[config.mk]
export PLATFORM = sky130hd
export DESIGN_NAME = gascon_permutation
export DESIGN_NICKNAME = d
export VERILOG_FILES = /design/src/rtl/gascon_pkg.sv /design/src/rtl/gascon_round.sv /design/src/rtl/gascon_permutation.sv
export SDC_FILE = /design/constraint.sdc
export NUM_CORES = 2
export LEC_CHECK = 0
export CORE_UTILIZATION = 45
export CTS_CLUSTER_SIZE = 8
export DETAILED_ROUTE_END_ITERATION = 16
export PLACE_DENSITY = 0.8
export SYNTH_ARGS = -nofsm -noshare
export SYNTH_HDL_FRONTEND = slang
export SYNTH_SLANG_ARGS = --single-unit
export TNS_END_PERCENT = 5
[constraint.sdc]
create_clock -name clk -period 2.9 [get_ports clk]
set_input_delay 0.58 -clock clk [delete_from_list [all_inputs] [get_ports clk]]
set_output_delay 0.58 -clock clk [all_outputs]
set_load 0.01 [all_outputs]
[src/rtl/gascon_pkg.sv]
// Gascon round primitives: round constant, S-box layer, interleaved-rotation linear layer.
package gascon_pkg;

  localparam int MAX_WORDS = 9;

  typedef logic [MAX_WORDS-1:0][63:0] words_t;
  typedef enum logic [1:0] {IDLE, RUN, DONE} fsm_t;

  localparam int ROT5_A [5] = '{19, 61, 1, 10, 7};
  localparam int ROT5_B [5] = '{28, 38, 6, 17, 40};
  localparam int ROT9_A [9] = '{19, 61, 1, 10, 7, 31, 53, 9, 43};
  localparam int ROT9_B [9] = '{28, 38, 6, 17, 40, 26, 58, 46, 50};

  function automatic int mid(input int nw);
    return (nw - 1) / 2;
  endfunction

  function automatic logic [7:0] rc(input logic [3:0] r);
    return {4'hF - r, r};
  endfunction

  function automatic int rot_amt(input int nw, input int i, input bit second);
    if (nw == 5) return second ? ROT5_B[i] : ROT5_A[i];
    return second ? ROT9_B[i] : ROT9_A[i];
  endfunction

  function automatic logic [31:0] rotr32(input logic [31:0] x, input int n);
    return (x >> n) | (x << (32 - n));
  endfunction

  // Words are bit-interleaved: even bits in [31:0], odd bits in [63:32].
  function automatic logic [63:0] irotr64(input logic [63:0] x, input int s);
    if (s % 2 == 0)
      return {rotr32(x[63:32], s / 2), rotr32(x[31:0], s / 2)};
    return {rotr32(x[31:0], (s + 1) / 2), rotr32(x[63:32], (s - 1) / 2)};
  endfunction

  function automatic words_t sbox(input words_t x_in, input int nw);
    words_t x;
    words_t t;
    x = x_in;
    t = '0;
    for (int i = 0; i < MAX_WORDS; i += 2)
      if (i < nw) x[i] = x[i] ^ x[(i + nw - 1) % nw];
    for (int i = 0; i < MAX_WORDS; i++)
      if (i < nw) t[i] = ~x[i] & x[(i + 1) % nw];
    for (int i = 0; i < MAX_WORDS; i++)
      if (i < nw) x[i] = x[i] ^ t[(i + 1) % nw];
    for (int i = 1; i < MAX_WORDS; i += 2)
      if (i < nw) x[i] = x[i] ^ x[i - 1];
    x[mid(nw)] = ~x[mid(nw)];
    return x;
  endfunction

  function automatic words_t linear(input words_t x_in, input int nw);
    words_t x;
    x = x_in;
    for (int i = 0; i < MAX_WORDS; i++)
      if (i < nw)
        x[i] = x[i] ^ irotr64(x[i], rot_amt(nw, i, 1'b0)) ^ irotr64(x[i], rot_amt(nw, i, 1'b1));
    return x;
  endfunction

endpackage

[src/rtl/gascon_round.sv]
// One combinational Gascon round; en=0 passes the state through untouched.
module gascon_round
  import gascon_pkg::*;
#(
  parameter int CWORDS64 = 5
) (
  input  logic [64*CWORDS64-1:0] s_in,
  input  logic [3:0]             rnd,
  input  logic                   en,
  output logic [64*CWORDS64-1:0] s_out
);

  localparam int MIDW = mid(CWORDS64);

  words_t w_in;
  words_t w_out;

  always_comb begin
    w_in = '0;
    for (int i = 0; i < CWORDS64; i++) w_in[i] = s_in[64*i +: 64];
    w_in[MIDW] = w_in[MIDW] ^ {56'b0, rc(rnd)};
    w_out = linear(sbox(w_in, CWORDS64), CWORDS64);
    s_out = s_in;
    if (en)
      for (int i = 0; i < CWORDS64; i++) s_out[64*i +: 64] = w_out[i];
  end

endmodule

[src/rtl/gascon_permutation.sv]
// Iterative Gascon permutation: UNROLL chained rounds per clock, valid/ready on both sides.
module gascon_permutation
  import gascon_pkg::*;
#(
  parameter int CWORDS64   = 5,
  parameter int ROUNDS_MAX = 12,
  parameter int UNROLL     = 1
) (
  input  logic                   clk,
  input  logic                   reset,
  input  logic                   in_valid,
  output logic                   in_ready,
  input  logic [64*CWORDS64-1:0] in_state,
  input  logic [3:0]             first_round,
  output logic                   out_valid,
  input  logic                   out_ready,
  output logic [64*CWORDS64-1:0] out_state,
  output logic                   busy
);

  localparam int CWIDTH = 64 * CWORDS64;

  fsm_t              fsm;
  logic [CWIDTH-1:0] state;
  logic [4:0]        rnd;
  logic [4:0]        rnd_next;

  assign rnd_next = rnd + 5'(UNROLL);

  // Round chain; stages past the last round become identity.
  for (genvar k = 0; k < UNROLL; k++) begin : g_stage
    logic [CWIDTH-1:0] s_in;
    logic [CWIDTH-1:0] s_out;
    logic [4:0]        rk;
    assign rk = rnd + 5'(k);
    if (k == 0) begin : g_first
      assign s_in = state;
    end else begin : g_next
      assign s_in = g_stage[k-1].s_out;
    end
    gascon_round #(.CWORDS64(CWORDS64)) u_round (
      .s_in  (s_in),
      .rnd   (rk[3:0]),
      .en    (rk < 5'(ROUNDS_MAX)),
      .s_out (s_out)
    );
  end

  always_ff @(posedge clk) begin
    if (reset) begin
      fsm   <= IDLE;
      state <= '0;
      rnd   <= '0;
    end else begin
      case (fsm)
        IDLE: if (in_valid) begin
          state <= in_state;
          rnd   <= {1'b0, first_round};
          fsm   <= ({1'b0, first_round} < 5'(ROUNDS_MAX)) ? RUN : DONE;
        end
        RUN: begin
          state <= g_stage[UNROLL-1].s_out;
          rnd   <= rnd_next;
          if (rnd_next >= 5'(ROUNDS_MAX)) fsm <= DONE;
        end
        DONE: if (out_ready) fsm <= IDLE;
        default: fsm <= IDLE;
      endcase
    end
  end

  assign in_ready  = (fsm == IDLE);
  assign out_valid = (fsm == DONE);
  assign busy      = (fsm != IDLE);
  assign out_state = (fsm == DONE) ? state : '0;

endmodule
==> impl_metrics.csv <==
group,metric,value,unit
cts,htreeDepth,2,
grt,grt_pass1_vias,32198,
worst_setup_path,crit_type,"reg -> out",
synthesis,synth_area,30700,sq um
worst_setup_path,critPathLaunchType,"register",
route,dr.first_iter.drc_count,5257,
layout,multi_input_area,22500,sq um
timing,period_share,99.9,%
timing,tns,0,ps
synthesis,synthSimpleGateAreaFrac,19.7,%
layout,layout_common_cells,"499 x xnor2_1, 467 x clkdlybuf4s50_1, 448 x buf_4",
floorplan,rows,95,
synthesis,synth_top_area_share,21.3,%
layout,final_nets,5167,
grt,antenna_found_initial,19,
placement,port_buffers,650,
floorplan,dieWidth,263,microns
route,drtAntennaViolNets,0,
timing,final-max-slew-violation-count,0,
synthesis,synthAdderAreaFrac,7.33,%
timing,slew-limit-headroom,30.8,%
synthesis,synth_fp_nets,4213,
floorplan,die_h,263,microns
pwr,sequentialPowerShare,12.3,%
hold_path,whs_path_depth,2,
cts,cts_root_buf,"clkbuf_16",
grt,track_usage,51.3,%
worst_setup_path,reg2regPathDepth,9,
run,max-cap-violations,0,
synthesis,ys_ff_latch,327,
pwr,pwr-share-clk,9.7,%
worst_setup_path,critical_path.cell_chain,"nor2b_4, buf_12, buf_4, and2_1, clkdlybuf4s50_1",
layout,area_growth,40.7,%
pwr,pwr-share-comb,78.0,%
layout,final_common_cell,"xnor2_1",
synthesis,synth_top_family_by_area,"XOR/XNOR gates",
placement,post-dp-hpwl,150,mm
timing,maxClockFrequency,0.345,GHz
timing,worst_pin_slew,1030,ps
cts,clk_latency,630,ps
layout,fillers,5701,
grt,grt_max_degree,134,
worst_setup_path,arrival,2320,ps
placement,place_ws,154,ps
worst_setup_path,cpPeakStageDelay,550,ps
worst_setup_path,cpMaxStageDelayCell,"clkdlybuf4s50_1",
floorplan,dieArea,69200,sq um
worst_setup_path,worst_setup_path_end_kind,"primary output",
timing,setup_ws,1.72,ps
cts,clkSlewWorstSetupHoldPaths,50,ps
cts,cts_tree,"yes",
synthesis,synth_xor_area_share,32.7,%
synthesis,yosys.area.top_type,"dfxtp_1",
pwr,vdd_drop_max,0.661,mV
synthesis,syn_area_per_cell,8.17,sq um
route,drc,0,
synthesis,synth_compound_area_share,13.4,%
synthesis,synth_flop_cell,"dfxtp_1",
synthesis,synth.area.mux_share,0.163,%
synthesis,synth_cell_type_count,47,
pwr,p_sw,29.7,mW
timing,finClkSkew,30.5,ps
pwr,cellPowerDensity,1300,nW/um^2
worst_setup_path,crit_family,"buffers and inverters",
layout,regArea,6550,sq um
placement,finalWeightedCongestion,1.17,
floorplan,coreArea,67300,sq um
route,first_pass_iters,6,
synthesis,synth_warnings,0,
synthesis,synthArstFlopShare,0,%
pwr,power_report.internal_total,26.5,mW
route,vias,34151,
grt,grt_pass1_wl,249,mm
run_status,status,"completed",
cts,numCtsBuffers,48,
timing,hold_viol,0,
synthesis,synth_edf_count,0,
hold_path,hp-class,"in -> reg",
worst_setup_path,crit_path_max_fanout,18,
synthesis,synth_cells,3755,
cts,clockBufferDepth,3,
timing,period_needed,2900,ps
cts,holdBufCountCts,0,
route,post_drt_via_cell_ratio,6.10,
floorplan,initial_utilization,45.6,%
cts,clock-sinks,327,
layout,drive_gt1_share,16.0,%
pwr,swShare,52.9,%
timing,finalSetupViolations,0,
pwr,leakage,19.9,nW
worst_setup_path,crit_cells,5,
grt,gr-total-overflow,0,
synthesis,ys_seq_area_share,21.3,%
route,wl_per_cell,32.6,microns
synthesis,synth_area_leaders,"dfxtp_1 21%, xnor2_1 14%, and2_1 6.5%",
worst_setup_path,cp_num_buf_inv,3,
floorplan,io_pins,651,
route,totalWireLength,183,mm
worst_setup_path,required,2320,ps
timing,rsz0062_at_grt,"true",
[layer usage]
metal | track usage (%) | wire (microns) | vias to the layer above
met3 | 20.0 | 26700 | 723
met2 | 74.7 | 73800 | 2891
li1 | - | - | 14385
met4 | 37.6 | 16900 | 16
met1 | 61.2 | 65400 | 16136
met5 | 0 | 104 | -
[cell type report]
class                           count  area share [%]
Clock buffer                       56            2.90
Tap cell                          873            2.53
Sequential cell                   327            15.2
Antenna cell                        9          0.0522
Inverter                          190            1.66
Clock inverter                      5           0.194
Timing Repair Buffer             1134            25.3
Multi-Input combinational cell   3008            52.2
[stage by stage]
stage,cell area [sq um],hold slack (ps),power [mW],std cells,util [%]
after floorplan,30700,467,28.2,3755,-
after global placement,41400,502,48.0,5526,61.5
after detailed placement,41400,508,47.9,5526,61.5
after CTS,42800,240,53.5,5593,63.6
after global routing,43100,262,56.1,5593,64.1
final,43100,255,56.1,5602,64.1
[flip-flops by register name, indices dropped and copies added (netlist names)]
signal,flops
g_stage.s_in,320
rnd,5
fsm,2
[worst reg2reg max path: stages, from the launching register on]
cell and delay, ps:
dfxtp_1 530, inv_1 90, ha_1 210, xnor2_1 130
buf_4 150, xnor2_1 530, xnor3_1 520, o21ai_0 320
buf_4 170, a21oi_1 50
[cell families after synthesis]
group | Yosys count
AOI/OAI and AO/OA | 659
DFF | 327
and+or+nand+nor | 1251
xor gates and xnor gates | 904
muxes | 5
adders and majority gates | 189
buffers and inverters | 420
[cell usage after synthesis (62+ instances only)]
cell type and n:
or3_1 64, xor2_1 173, ha_1 130, xnor2_1 503, and2_1 317, xnor2_2 102
o21ai_0 148, nand3_1 68, dfxtp_1 327, clkbuf_1 166, xnor3_1 64, inv_1 189
nor2_1 359, a211oi_1 66, a21oi_1 188, nand2_1 364, a311oi_1 67, xor2_2 62
[path summary, 6_finish.rpt]
check                                           from                   end  slack [ps]
worst max-delay path                          fsm[0]        out_state[199]           2
worst min-delay path                           reset  g_stage[0].s_in[135]         250
worst min register to register  g_stage[0].s_in[197]  g_stage[0].s_in[197]         520
worst max register to register  g_stage[0].s_in[207]  g_stage[0].s_in[202]          50
[timing repair]
| action | in CTS | in global routing |
|---|---|---|
| setup endpoints to repair | 245 | 181 |
| cloned | 3 | 0 |
| buffers inserted | 3 | 0 |
| pin swaps | 0 | 0 |
| gates resized for setup | 57 | 136 |
[power by group through the flow]
stage               Clock [mW]  Combinational, mW  Sequential (mW)
finish                    5.45               43.8             6.91
global route              5.56               43.6             6.90
CTS                       5.39               41.4             6.79
detailed placement           0               41.0             6.86
global placement             0               41.1             6.87
floorplan                    0               22.0             6.24
(Power assumes the default switching activity.)
